===== src/rtl/sdram_pkg.sv =====
// Shared SDRAM constants and helpers used by the controller, arbiter and pattern engine.
package sdram_pkg;

  localparam int SDRAM_AW = 23;
  localparam int SDRAM_DW = 32;

  // Requester-id width; a single bit is kept even for one or two requesters.
  function automatic int req_id_w(input int num_req);
    return (num_req > 2) ? $clog2(num_req) : 1;
  endfunction

endpackage


===== src/rtl/sdram_tag_fifo.sv =====
// Synchronous tag FIFO remembering which requester owns each in-flight read.
module sdram_tag_fifo #(
  parameter int WIDTH = 1,
  parameter int DEPTH = 4
) (
  input  logic             clk,
  input  logic             rst,
  input  logic             push,
  input  logic [WIDTH-1:0] push_data,
  input  logic             pop,
  output logic [WIDTH-1:0] head,
  output logic             full,
  output logic             empty
);

  localparam int PW = $clog2(DEPTH);
  localparam int CW = PW + 1;

  logic [WIDTH-1:0] mem [DEPTH];
  logic [PW-1:0]    wr_ptr;
  logic [PW-1:0]    rd_ptr;
  logic [CW-1:0]    count;
  logic             do_push;
  logic             do_pop;

  assign full    = (count == CW'(DEPTH));
  assign empty   = (count == '0);
  assign do_push = push & ~full;
  assign do_pop  = pop & ~empty;
  assign head    = mem[rd_ptr];

  // Pointers wrap naturally because DEPTH is a power of two.
  always_ff @(posedge clk or posedge rst) begin
    if (rst) begin
      wr_ptr <= '0;
      rd_ptr <= '0;
      count  <= '0;
    end else begin
      if (do_push) wr_ptr <= wr_ptr + PW'(1);
      if (do_pop)  rd_ptr <= rd_ptr + PW'(1);
      if (do_push != do_pop)
        count <= do_push ? count + CW'(1) : count - CW'(1);
    end
  end

  always_ff @(posedge clk) begin
    if (do_push) mem[wr_ptr] <= push_data;
  end

endmodule


===== src/rtl/sdram_arbiter.sv =====
// Round-robin arbiter sharing one SDRAM controller command port between NUM_REQ requesters;
// read data is routed back in issue order through a tag FIFO.
module sdram_arbiter
  import sdram_pkg::*;
#(
  parameter int NUM_REQ   = 2,
  parameter int TAG_DEPTH = 4
) (
  input  logic                        clk,
  input  logic                        rst,
  input  logic [NUM_REQ*SDRAM_AW-1:0] req_addr,
  input  logic [NUM_REQ-1:0]          req_rw,
  input  logic [NUM_REQ*SDRAM_DW-1:0] req_data_in,
  input  logic [NUM_REQ-1:0]          req_in_valid,
  output logic [NUM_REQ-1:0]          req_busy,
  output logic [SDRAM_DW-1:0]         req_data_out,
  output logic [NUM_REQ-1:0]          req_out_valid,
  output logic [SDRAM_AW-1:0]         sd_addr,
  output logic                        sd_rw,
  output logic [SDRAM_DW-1:0]         sd_data_in,
  output logic                        sd_in_valid,
  input  logic                        sd_busy,
  input  logic [SDRAM_DW-1:0]         sd_data_out,
  input  logic                        sd_out_valid,
  output logic                        rd_err
);

  localparam int IDW = req_id_w(NUM_REQ);

  logic [IDW-1:0] gp;
  logic [IDW-1:0] gp_next;
  logic [IDW-1:0] head;
  logic           tag_full;
  logic           tag_empty;
  logic           owner_valid;
  logic           accept;
  logic           advance;
  logic           push;
  logic           pop;

  // Busy is deliberately conservative: writes are also held off while the tag FIFO is full.
  always_comb begin
    for (int i = 0; i < NUM_REQ; i++)
      req_busy[i] = rst | sd_busy | tag_full | (gp != IDW'(i));
  end

  always_comb begin
    sd_addr     = '0;
    sd_rw       = 1'b0;
    sd_data_in  = '0;
    owner_valid = 1'b0;
    accept      = 1'b0;
    for (int i = 0; i < NUM_REQ; i++) begin
      if (gp == IDW'(i)) begin
        sd_addr     = req_addr[i*SDRAM_AW +: SDRAM_AW];
        sd_rw       = req_rw[i];
        sd_data_in  = req_data_in[i*SDRAM_DW +: SDRAM_DW];
        owner_valid = req_in_valid[i];
        accept      = req_in_valid[i] & ~req_busy[i];
      end
    end
  end

  assign sd_in_valid = accept;
  assign gp_next     = (gp == IDW'(NUM_REQ - 1)) ? '0 : gp + IDW'(1);
  assign advance     = accept | (~sd_busy & ~tag_full & ~owner_valid);
  assign push        = accept & ~sd_rw;
  assign pop         = sd_out_valid & ~tag_empty;

  // An idle owner yields its slot so no requester waits more than NUM_REQ-1 free slots.
  always_ff @(posedge clk or posedge rst) begin
    if (rst) begin
      gp     <= '0;
      rd_err <= 1'b0;
    end else begin
      if (advance) gp <= gp_next;
      if (sd_out_valid & tag_empty) rd_err <= 1'b1;
    end
  end

  sdram_tag_fifo #(
    .WIDTH (IDW),
    .DEPTH (TAG_DEPTH)
  ) u_tag_fifo (
    .clk       (clk),
    .rst       (rst),
    .push      (push),
    .push_data (gp),
    .pop       (pop),
    .head      (head),
    .full      (tag_full),
    .empty     (tag_empty)
  );

  assign req_data_out = sd_data_out;

  always_comb begin
    for (int i = 0; i < NUM_REQ; i++)
      req_out_valid[i] = pop & (head == IDW'(i));
  end

endmodule


===== config.mk =====
export PLATFORM = sky130hd
export DESIGN_NAME = sdram_arbiter
export DESIGN_NICKNAME = d
export VERILOG_FILES = /design/src/rtl/sdram_pkg.sv /design/src/rtl/sdram_tag_fifo.sv /design/src/rtl/sdram_arbiter.sv
export SDC_FILE = /design/constraint.sdc
export NUM_CORES = 1
export LEC_CHECK = 0
export ABC_AREA = 1
export BUFFER_PORTS_ARGS = -buffer_cell sky130_fd_sc_hd__buf_2
export CORE_AREA = 2 2 95 97
export CTS_BUF_LIST = sky130_fd_sc_hd__clkbuf_16
export DETAILED_ROUTE_END_ITERATION = 7
export DIE_AREA = 0 0 97 99
export GPL_TIMING_DRIVEN = 0
export PLACE_DENSITY = 0.69
export SETUP_SLACK_MARGIN = 0.1
export SLEW_MARGIN = 20
export SYNTH_ARGS = -nofsm -noshare
export SYNTH_HDL_FRONTEND = slang
export SYNTH_SLANG_ARGS = --single-unit

===== constraint.sdc =====
create_clock -name clk -period 1.55 [get_ports clk]
set_clock_uncertainty 0.1 [all_clocks]
set_input_delay 0.31 -clock clk [delete_from_list [all_inputs] [get_ports clk]]
set_output_delay 0.31 -clock clk [all_outputs]
set_load 0.03 [all_outputs]

==> results of run 1 <==
## cells by family (layout without fill, tap and decap cells)
logic type / Yosys count / count (layout) / synth area share (%)
and+or+nand+nor: 211 / 211 / 49.6
buffers and inverters: 63 / 301 / 22.0
DFF: 13 / 13 / 20.6
adders and majority gates: 5 / 5 / 4.19
AOI/OAI and AO/OA: 5 / 5 / 2.02
xor gates and xnor gates: 3 / 3 / 1.57
## cell type report
| cell class | instances | area [um^2] | share of cell area [%] |
|---|---|---|---|
| Timing Repair Buffer | 234 | 1610 | 39.7 |
| Clock buffer | 3 | 75.1 | 1.85 |
| Clock inverter | 1 | 5.00 | 0.123 |
| Buffer | 44 | 412 | 10.1 |
| Tap cell | 108 | 135 | 3.32 |
| Sequential cell | 13 | 349 | 8.59 |
| Inverter | 19 | 77.6 | 1.91 |
| Multi-Input combinational cell | 224 | 1400 | 34.4 |
## sequential cells by signal, indices dropped and copies added (netlist names)
name,flops
u_tag_fifo.rd_ptr,2
u_tag_fifo.count,3
gp,1
u_tag_fifo.wr_ptr,2
rd_err,1
u_tag_fifo.mem,4
## final timing paths
path	startpoint	end	slack, ns	cells after the start
max	gp	sd_addr[15]	-0.23	6
min	sd_out_valid	rd_err	0.24	2
max reg2reg	gp	u_tag_fifo.count[1]	-0.17	7
min reg2reg	rd_err	rd_err	0.37	1
max in group asynchronous	rst	u_tag_fifo.count[0]	0.46	3
min in group asynchronous	rst	rd_err	0.57	3
## per-layer routing
layer  global-route usage (%)  vias to the layer above  share of wire [%]
li1                         -                     1342                  -
met2                     27.8                      105                 56
met1                     16.6                     1206                 37
met3                     2.62                       10                5.8
met5                        0                        -                  0
met4                     2.38                        0                1.0
## report_power, final
part / switching [mW] / internal, mW / total (mW)
clock: 0.145 / 0.343 / 0.488
sequential: 0.136 / 0.500 / 0.636
combinational: 3.79 / 2.94 / 6.73
## placed cells by master (no fill, tap or decap), types with 5 or more instances in the layout
| master | instances |
|---|---|
| buf_2 | 151 |
| nand2_1 | 97 |
| nand3_1 | 5 |
| inv_1 | 13 |
| nand2_4 | 34 |
| dfrtp_1 | 6 |
| buf_4 | 56 |
| nand2_2 | 62 |
| buf_6 | 58 |
| buf_8 | 7 |
## per-stage QoR
step	setup WS [ns]	setup TNS (ns)	total power [mW]	instances	hold WS [ns]
after floorplan	-0.0926	-0.161	4.12	300	-0.00277
after global placement	-0.415	-18.54	5.29	619	0.182
after detailed placement	-0.400	-19.36	5.35	619	0.183
after CTS	-0.235	-12.12	7.42	640	0.236
after global routing	-0.299	-16.55	8.33	646	0.248
final	-0.229	-11.74	7.85	646	0.238
## worst max-delay path: cells and delay by family, from the launching register on
family | cells | cell delay (ns)
buffers and inverters | 4 | 0.49
and+or+nand+nor | 2 | 0.14
DFF | 1 | 0.48
## Yosys cell counts
library cell / count / area share, %
buf_4: 32 / 14
fa_1: 1 / 1.2
dfrtp_1: 9 / 13
nand3b_1: 1 / 0.45
clkbuf_1: 3 / 0.67
nand3_1: 5 / 1.5
a32o_1: 1 / 0.60
a31o_2: 1 / 0.52
nand2_1: 191 / 43
a21oi_1: 2 / 0.60
nand4_1: 1 / 0.37
nand2_2: 2 / 0.75
xor2_1: 3 / 1.6
inv_2: 2 / 0.45
ha_1: 4 / 3.0
nor2_1: 9 / 2.0
and2_1: 1 / 0.37
buf_2: 9 / 2.7
edfxtp_1: 4 / 7.2
inv_1: 17 / 3.8
o21ai_0: 1 / 0.30
nand4_4: 1 / 1.3
## what timing repair did
| action | 4_1_cts | 5_1_grt |
|---|---|---|
| pin swaps | 8 | 4 |
| hold buffers | 1 | 0 |
| endpoints found under the setup margin | 70 | 71 |
| hold endpoints to repair | 9 | 0 |
| resized for setup | 173 | 43 |
| buffers inserted | 16 | 4 |
| cloned | 0 | 2 |
==> results.md, run 1 <==
- Status: finished, violations left
- Failing checks: setup timing
- Crit path capture type: output port
- Full die area: 0.00960 mm^2
- Core footprint: 0.00855 mm^2
- Clock transition at the registers of the reported paths: 0.05 ns
- Vias in the first global route: 2571
- Endpoints failing setup: 63
- Starting Density: 19.6%
- Via count: 2663
- Area Growth Syn to Fin: 143%
- Pleak: 2.31 nW
- Post-place instance area: 0.00316 mm^2
- Period minus WS final: 1.78 ns
- Fillers: 802
- Clk_lat worst skew: 0.24 ns
- Final RePlAce weighted congestion: 0.750
- Unique masters post-synth: 22
- Crit-path cells: inv_4, buf_12, buf_8, nand2_1, nand2_4, buf_6
- Vias per cell: 4.12
- H-tree Lvls: 1
- Clock sink total: 13
- Final Cycle Share: 115%
- Antenna cell count: 0
- Avg WL per Cell: 12.3 um
- First DRT Iteration DRCs: 40
- Critical path class: reg2out
- DP Wirelength: 6120 um
- CTS tree: built
- Final Hold Vio Count: 0
- Final setup margin: -0.229 ns
- Chip height: 99 um
- DR DRC count: 0
- Yosys reg bits: 13
- Share of cells above drive strength 1: 73.6%
- Min-Delay Path Class: in2reg
- Final wirelength: 7930 um
- Die Wd: 97 um
- Post-Synthesis Cells: 300
- Post-Synthesis Cell Area: 0.00167 mm^2
- RSZ-0062 raised after global routing: true
- Maximum Capacitance Violations: 0
- Routed Antenna Nets: 0
- Clock root cell: clkbuf_16
- First-pass GRT wire length: 11600 um
- Nets: 694
- CP max FO: 10
- Worst slew pin tran: 0.427 ns
- Max Slew Vio Count: 0
- CP arrival: 1.37 ns
- Peak supply drop: 1040 uV
- Max Buffers Root-to-Sink: 2
- Startpoint types: flop
- Initial antenna violation count: 0
- All-Layer GR Usage: 14.4%
- Syn avg cell area: 5.58 um^2
- Slew margin rel.: 71.4%
- Number of port buffers: 211
- Num CTS Buffers: 3
- Largest net degree at the start of global routing: 11
- Final Util: 47.5%
- Std-Cell Rows: 34
- Seq/Total Area, Yosys: 20.6%
- Total iterations of the first detailed-routing run: 4
- Maximum clock frequency: 562 MHz
- Crit path required time: 1.14 ns
- I/O pin count: 244
- Pwr dens: 1930 mW/mm^2
- Finished Cell Area: 0.00407 mm^2
- Syn_nets: 455
- Grt total ovfl: 0
- Synth Warn #: 0
- Crit path max-delay cell type: dfrtp_2
- Max stage delay on crit path: 0.48 ns
Note: power is estimated with default switching activity, not from simulation.
==> run 2, diff against run 1 <==
Settings changed: BUFFER_PORTS_ARGS -buffer_cell sky130_fd_sc_hd__buf_2 to unset, CORE_AREA 2 2 95 97 to 2 2 96 98, DIE_AREA 0 0 97 99 to 0 0 98 100, DONT_BUFFER_PORTS set to 1, PLACE_DENSITY 0.69 to 0.43, TNS_END_PERCENT set to 30.
==> results.md, run 2 (synthesized netlist as in run 1, its figures left out) <==
- Status: finished, violations left
- Failing checks: setup timing
- Placed Cells: 411 (-34%)
- All-Layer GR Usage: 10.8% (-3.6 points)
- H-tree Lvls: 1 (unchanged)
- Final Cycle Share: 112% (-3.3 points)
- Crit path max-delay cell type: dfrtp_2
- CP arrival: 1.32 ns (-0.05 ns)
- NetSw: 3.85 mW (-5.5%)
- Clock sink total: 13 (unchanged)
- Period minus WS final: 1.73 ns (-0.0508 ns)
- Clk_lat worst skew: 0.24 ns (about the same)
- Top reg by flops: u_tag_fifo.mem
- Max Buffers Root-to-Sink: 2 (unchanged)
- Final wirelength: 6490 um (-18%)
- Critical path class: reg2out
- Area Growth Syn to Fin: 68.2%
- Via count: 1921 (-28%)
- CTS tree: built
- Crit-path cells: clkinv_4, buf_12, buf_12, nand2_2, nand2_4
- Starting Density: 18.8% (-0.75 points)
- Number of port buffers: 0 (-100%)
- Nets: 478 (-31%)
- Hold slack: 0.128 ns (-0.110 ns)
- Die Wd: 98 um (+1.0%)
- Comb pwr share: 82.1% (-3.6 points)
- Share of cells above drive strength 1: 58.4% (-15 points)
- Peak supply drop: 726 uV (-30%)
- Std-Cell Rows: 35 (+2.9%)
- Net Sw Frac: 60.5% (+8.6 points)
- Crit path capture type: output port
- First-pass GRT wire length: 8410 um (-27%)
- I/O pin count: 244 (unchanged)
- Setup TNS: -8.67 ns (+3.07 ns)
- Max Used Layer: met4
- Final RePlAce weighted congestion: 0.818 (+9.1%)
- Maximum clock frequency: 578 MHz (+2.9%)
- Non-Filler Instances: 433 (-33%)
- Pwr dens: 2260 mW/mm^2 (+17%)
- Met2 routed wirelength: 3380 um (-24%)
- M1 WL: 2630 um (-11%)
- Maximum Capacitance Violations: 0 (unchanged)
- Int Pwr: 2.52 mW (-33%)
- Clock group share of total power: 7.6% (+1.4 points)
- Endpoints failing setup: 66 (+4.8%)
- Final setup margin: -0.179 ns (+0.0508 ns)
- Min-Delay Path Class: in2reg
- Grt total ovfl: 0 (unchanged)
- Routed wl met3: 448 um (-2.2%)
- Vias per cell: 4.44 (+7.6%)
- Commonest non-fill, non-tap cells in the layout: 92 x nand2_1, 63 x nand2_4, 47 x buf_4
- Vias in the first global route: 1653 (-36%)
- Max reg flops: 4 (unchanged)
- Initial antenna violation count: 0 (unchanged)
- Max stage delay on crit path: 0.45 ns (-0.03 ns)
- Core footprint: 0.00889 mm^2 (+4.0%)
- Crit path required time: 1.14 ns (about the same)
- Slew margin rel.: 71.6% (+0.17 points)
- Clock transition at the registers of the reported paths: 0.05 ns (about the same)
- Num CTS Buffers: 3 (unchanged)
- Antenna cell count: 0 (unchanged)
- Most common cell after layout, fill and taps aside: nand2_1
- Max Slew Vio Count: 0 (unchanged)
- First DRT Iteration DRCs: 31 (-23%)
- Most used cell, CP: buf_12
- CP max FO: 10 (unchanged)
- Routed Antenna Nets: 0 (unchanged)
- Seq pwr share: 10.2% (+2.1 points)
- Largest net degree at the start of global routing: 11 (unchanged)
- Biggest regs: u_tag_fifo.mem x4, u_tag_fifo.count x3
- Avg WL per Cell: 15.0 um (+22%)
- Fillers: 973 (+21%)
- Chip height: 100 um (+1.0%)
- Clock root cell: clkbuf_16
- Total iterations of the first detailed-routing run: 4 (unchanged)
- Pleak: 1.42 nW (-38%)
- Startpoint types: flop
- Tot Pwr: 6.36 mW (-19%)
- RSZ-0062 raised after global routing: true
- Full die area: 0.00980 mm^2 (+2.1%)
- DR DRC count: 0 (unchanged)
- Final Hold Vio Count: 0 (unchanged)
- DP Wirelength: 5000 um (-18%)
- Worst slew pin tran: 0.425 ns (-0.00255 ns)
==> run 2: cell types whose count changed in the layout (fill, tap and decap cells not counted), moves of 2 or more <==
cell	delta
inv_2	-2
buf_8	-5
buf_2	-151
nand2_2	-26
inv_4	+2
buf_4	-9
nand2_1	-5
nand2_8	+2
nand2_4	+29
buf_6	-53
==> run 2: stage by stage <==
step	instance area [um^2]	utilization (%)	setup WS, ns
after floorplan	1800	-	-0.0926
after global placement	1940	21.8	-0.356
after detailed placement	1940	21.8	-0.392
after CTS	2520	28.3	-0.188
after global routing	2810	31.7	-0.243
final	2810	31.7	-0.179
==> run 2: cell type report <==
type	instances	area, um^2	share of cell area (%)
Inverter	19	87.6	3.11
Multi-Input combinational cell	224	1590	56.5
Buffer	44	400	14.2
Timing Repair Buffer	18	170	6.05
Clock inverter	1	3.75	0.133
Tap cell	111	139	4.94
Clock buffer	3	75.1	2.67
Sequential cell	13	349	12.4
==> run 2: layer usage <==
layer / up-vias / global-route usage [%]
met5: - / 0
met1: 902 / 14.9
met2: 106 / 17.7
met3: 3 / 1.95
li1: 910 / -
met4: 0 / 2.24
==> run 2: final timing paths <==
kind	startpoint	end	slack [ns]	cells after the start
worst min register to register	u_tag_fifo.rd_ptr[1]	u_tag_fifo.rd_ptr[1]	0.41	1
max in group asynchronous	rst	u_tag_fifo.count[0]	0.62	2
min in group asynchronous	rst	u_tag_fifo.wr_ptr[1]	0.41	2
worst max register to register	gp	u_tag_fifo.count[1]	-0.16	7
worst max-delay path	gp	sd_data_in[21]	-0.18	5
worst min-delay path	sd_out_valid	rd_err	0.13	1
==> run 2: power groups by stage <==
stage / sequential (mW) / combinational (mW) / clock (mW)
5_1_grt: 0.675 / 5.57 / 0.508
6_report: 0.652 / 5.23 / 0.485
3_5_place_dp: 0.651 / 3.67 / 0
3_3_place_gp: 0.649 / 3.63 / 0
4_1_cts: 0.657 / 4.74 / 0.495
2_1_floorplan: 0.611 / 3.20 / 0
==> run 2: what timing repair did <==
action                                 4_1_cts  5_1_grt
gates resized for setup                    115       79
endpoints found under the hold margin        9        0
pin swaps                                    4       19
setup buffers                               11        5
hold buffers                                 1        0
setup endpoints to repair                   70       71
cloned                                       1        0
==> run 2: worst max-delay path: cells and delay by family, from the launching register on <==
family | cells | cell delay (ns)
flops | 1 | 0.45
buf+inv | 3 | 0.44
simple gates | 2 | 0.16
==> run 3, diff against run 2 <==
Settings changed: MAX_ROUTING_LAYER set to met4, SKIP_CTS_REPAIR_TIMING set to 1.
==> results.md, run 3 (synthesized netlist as in run 1, its figures left out) <==
- Slew margin rel.: 72.0% (+0.36 points)
- Maximum Capacitance Violations: 0 (unchanged)
- Final setup margin: -0.206 ns (-0.0271 ns)
- Crit path required time: 1.14 ns (about the same)
- Share of cells above drive strength 1: 51.3% (-7.1 points)
- Commonest non-fill, non-tap cells in the layout: 106 x nand2_1, 52 x nand2_4, 45 x buf_4
- Most common cell after layout, fill and taps aside: nand2_1
- Crit path capture type: output port
- Num CTS Buffers: 3 (unchanged)
- Avg WL per Cell: 14.5 um (-3.0%)
- Sequential cell area: 349 um^2 (unchanged)
- Routed Antenna Nets: 0 (unchanged)
- Full die area: 0.00980 mm^2 (unchanged)
- Clock sink total: 13 (unchanged)
- Number of port buffers: 0 (unchanged)
- Total iterations of the first detailed-routing run: 4 (unchanged)
- Min-Delay Path Class: in2reg
- DR DRC count: 0 (unchanged)
- Largest net degree at the start of global routing: 11 (unchanged)
- CP max FO: 10 (unchanged)
- Final RePlAce weighted congestion: 0.830 (+1.5%)
- Final Cycle Share: 113% (+1.7 points)
- I/O pin count: 244 (unchanged)
- Final Hold Vio Count: 0 (unchanged)
- Clock root cell: clkbuf_16
- DP Wirelength: 5000 um (unchanged)
- Period minus WS final: 1.76 ns (+0.0271 ns)
- Pwr dens: 2290 mW/mm^2 (+1.1%)
- Maximum clock frequency: 570 MHz (-1.5%)
- Final Util: 29.1% (-2.5 points)
- Startpoint types: flop
- Starting Density: 18.8% (unchanged)
- H-tree Lvls: 1 (unchanged)
- Clk_lat worst skew: 0.24 ns (about the same)
- Antenna cell count: 0 (unchanged)
- Failing checks: setup timing
- Max reg flops: 4 (unchanged)
- First DRT Iteration DRCs: 35 (+13%)
- Area of the multi-input gates: 0.00146 mm^2 (-8.0%)
- All-Layer GR Usage: 9.97% (-0.83 points)
- Critical path class: reg2out
- Status: finished, violations left
- Peak supply drop: 671 uV (-7.5%)
- Post-place instance area: 0.00194 mm^2 (unchanged)
- Chip height: 100 um (unchanged)
- Final wirelength: 6200 um (-4.3%)
- Biggest regs: u_tag_fifo.mem x4, u_tag_fifo.count x3
- Max Slew Vio Count: 0 (unchanged)
- Endpoints failing setup: 63 (-4.5%)
- Die Wd: 98 um (unchanged)
- Via count: 1864 (-3.0%)
- Grt total ovfl: 0 (unchanged)
- Fillers: 983 (+1.0%)
- Hold slack: 0.129 ns (+0.00135 ns)
- Tot Pwr: 5.92 mW (-7.0%)
- Max Buffers Root-to-Sink: 2 (unchanged)
- Pleak: 1.31 nW (-7.7%)
- First-pass GRT wire length: 7560 um (-10%)
- Initial antenna violation count: 0 (unchanged)
- Vias in the first global route: 1460 (-12%)
- Top reg by flops: u_tag_fifo.mem
- RSZ-0062 raised after global routing: true
- Std-Cell Rows: 35 (unchanged)
- Nets: 472 (-1.3%)
- Area Growth Syn to Fin: 54.7%
- Worst slew pin tran: 0.419 ns (-0.00540 ns)
- Vias per cell: 4.37 (-1.6%)
- CP arrival: 1.35 ns (+0.03 ns)
- Core footprint: 0.00889 mm^2 (unchanged)
- CTS tree: built
- Clock transition at the registers of the reported paths: 0.04 ns (about the same)
- Finished Cell Area: 0.00259 mm^2 (-8.0%)
==> run 3: cell types whose count changed in the layout (fill, tap and decap cells not counted), sizes merged <==
cell      previous run  this run
clkbuf               6         3
buf                 57        55
bufbuf               1         0
clkinvlp             1         2
inv                 18        17
==> run 3: metrics by stage <==
step	worst slack, ns	cells	setup TNS [ns]
after floorplan	-0.0926	300	-0.161
after global placement	-0.356	411	-14.94
after detailed placement	-0.392	411	-17.11
after CTS	-0.656	415	-32.95
after global routing	-0.241	427	-11.60
final	-0.206	427	-8.09
==> run 3: power breakdown <==
group,internal (mW),total [mW],leakage [nW],switching [mW]
clock network,0.340,0.478,0.0423,0.139
registers,0.500,0.663,0.136,0.163
logic,1.41,4.78,1.13,3.37
total,2.25,5.92,1.31,3.67
==> run 3: final timing paths <==
| check | startpoint | slack [ns] | depth (start not counted) | endpoint |
|---|---|---|---|---|
| max | gp | -0.21 | 5 | sd_data_in[22] |
| min | sd_out_valid | 0.13 | 1 | rd_err |
| max reg2reg | gp | -0.16 | 9 | u_tag_fifo.count[2] |
| min reg2reg | u_tag_fifo.rd_ptr[1] | 0.40 | 1 | u_tag_fifo.rd_ptr[1] |
| max in group asynchronous | rst | 0.62 | 2 | gp |
| min in group asynchronous | rst | 0.41 | 2 | u_tag_fifo.count[2] |
==> run 3: critical path: stages, from the launching register on <==
cell      delay (ns)
dfrtp_2         0.45
clkinv_4        0.12
buf_12          0.16
buf_8           0.15
nand2_1         0.11
nand2_4         0.10
==> run 3: layout make-up <==
type | instances | area share [%]
clock inverters | 1 | 0.145
multi-input cells | 224 | 56.5
repair buffers | 12 | 3.87
flip-flops and latches | 13 | 13.5
clock buffers | 3 | 2.90
well taps | 111 | 5.36
inverters | 19 | 3.24
plain buffers | 44 | 14.5
==> run 3: metal layers <==
| metal | vias up | GRT usage, % | part of all wire [%] |
|---|---|---|---|
| met5 | - | - | 0 |
| met4 | 0 | 1.60 | 0.55 |
| met3 | 5 | 1.46 | 7.4 |
| met2 | 110 | 15.3 | 50 |
| met1 | 853 | 14.2 | 42 |
| li1 | 896 | - | - |
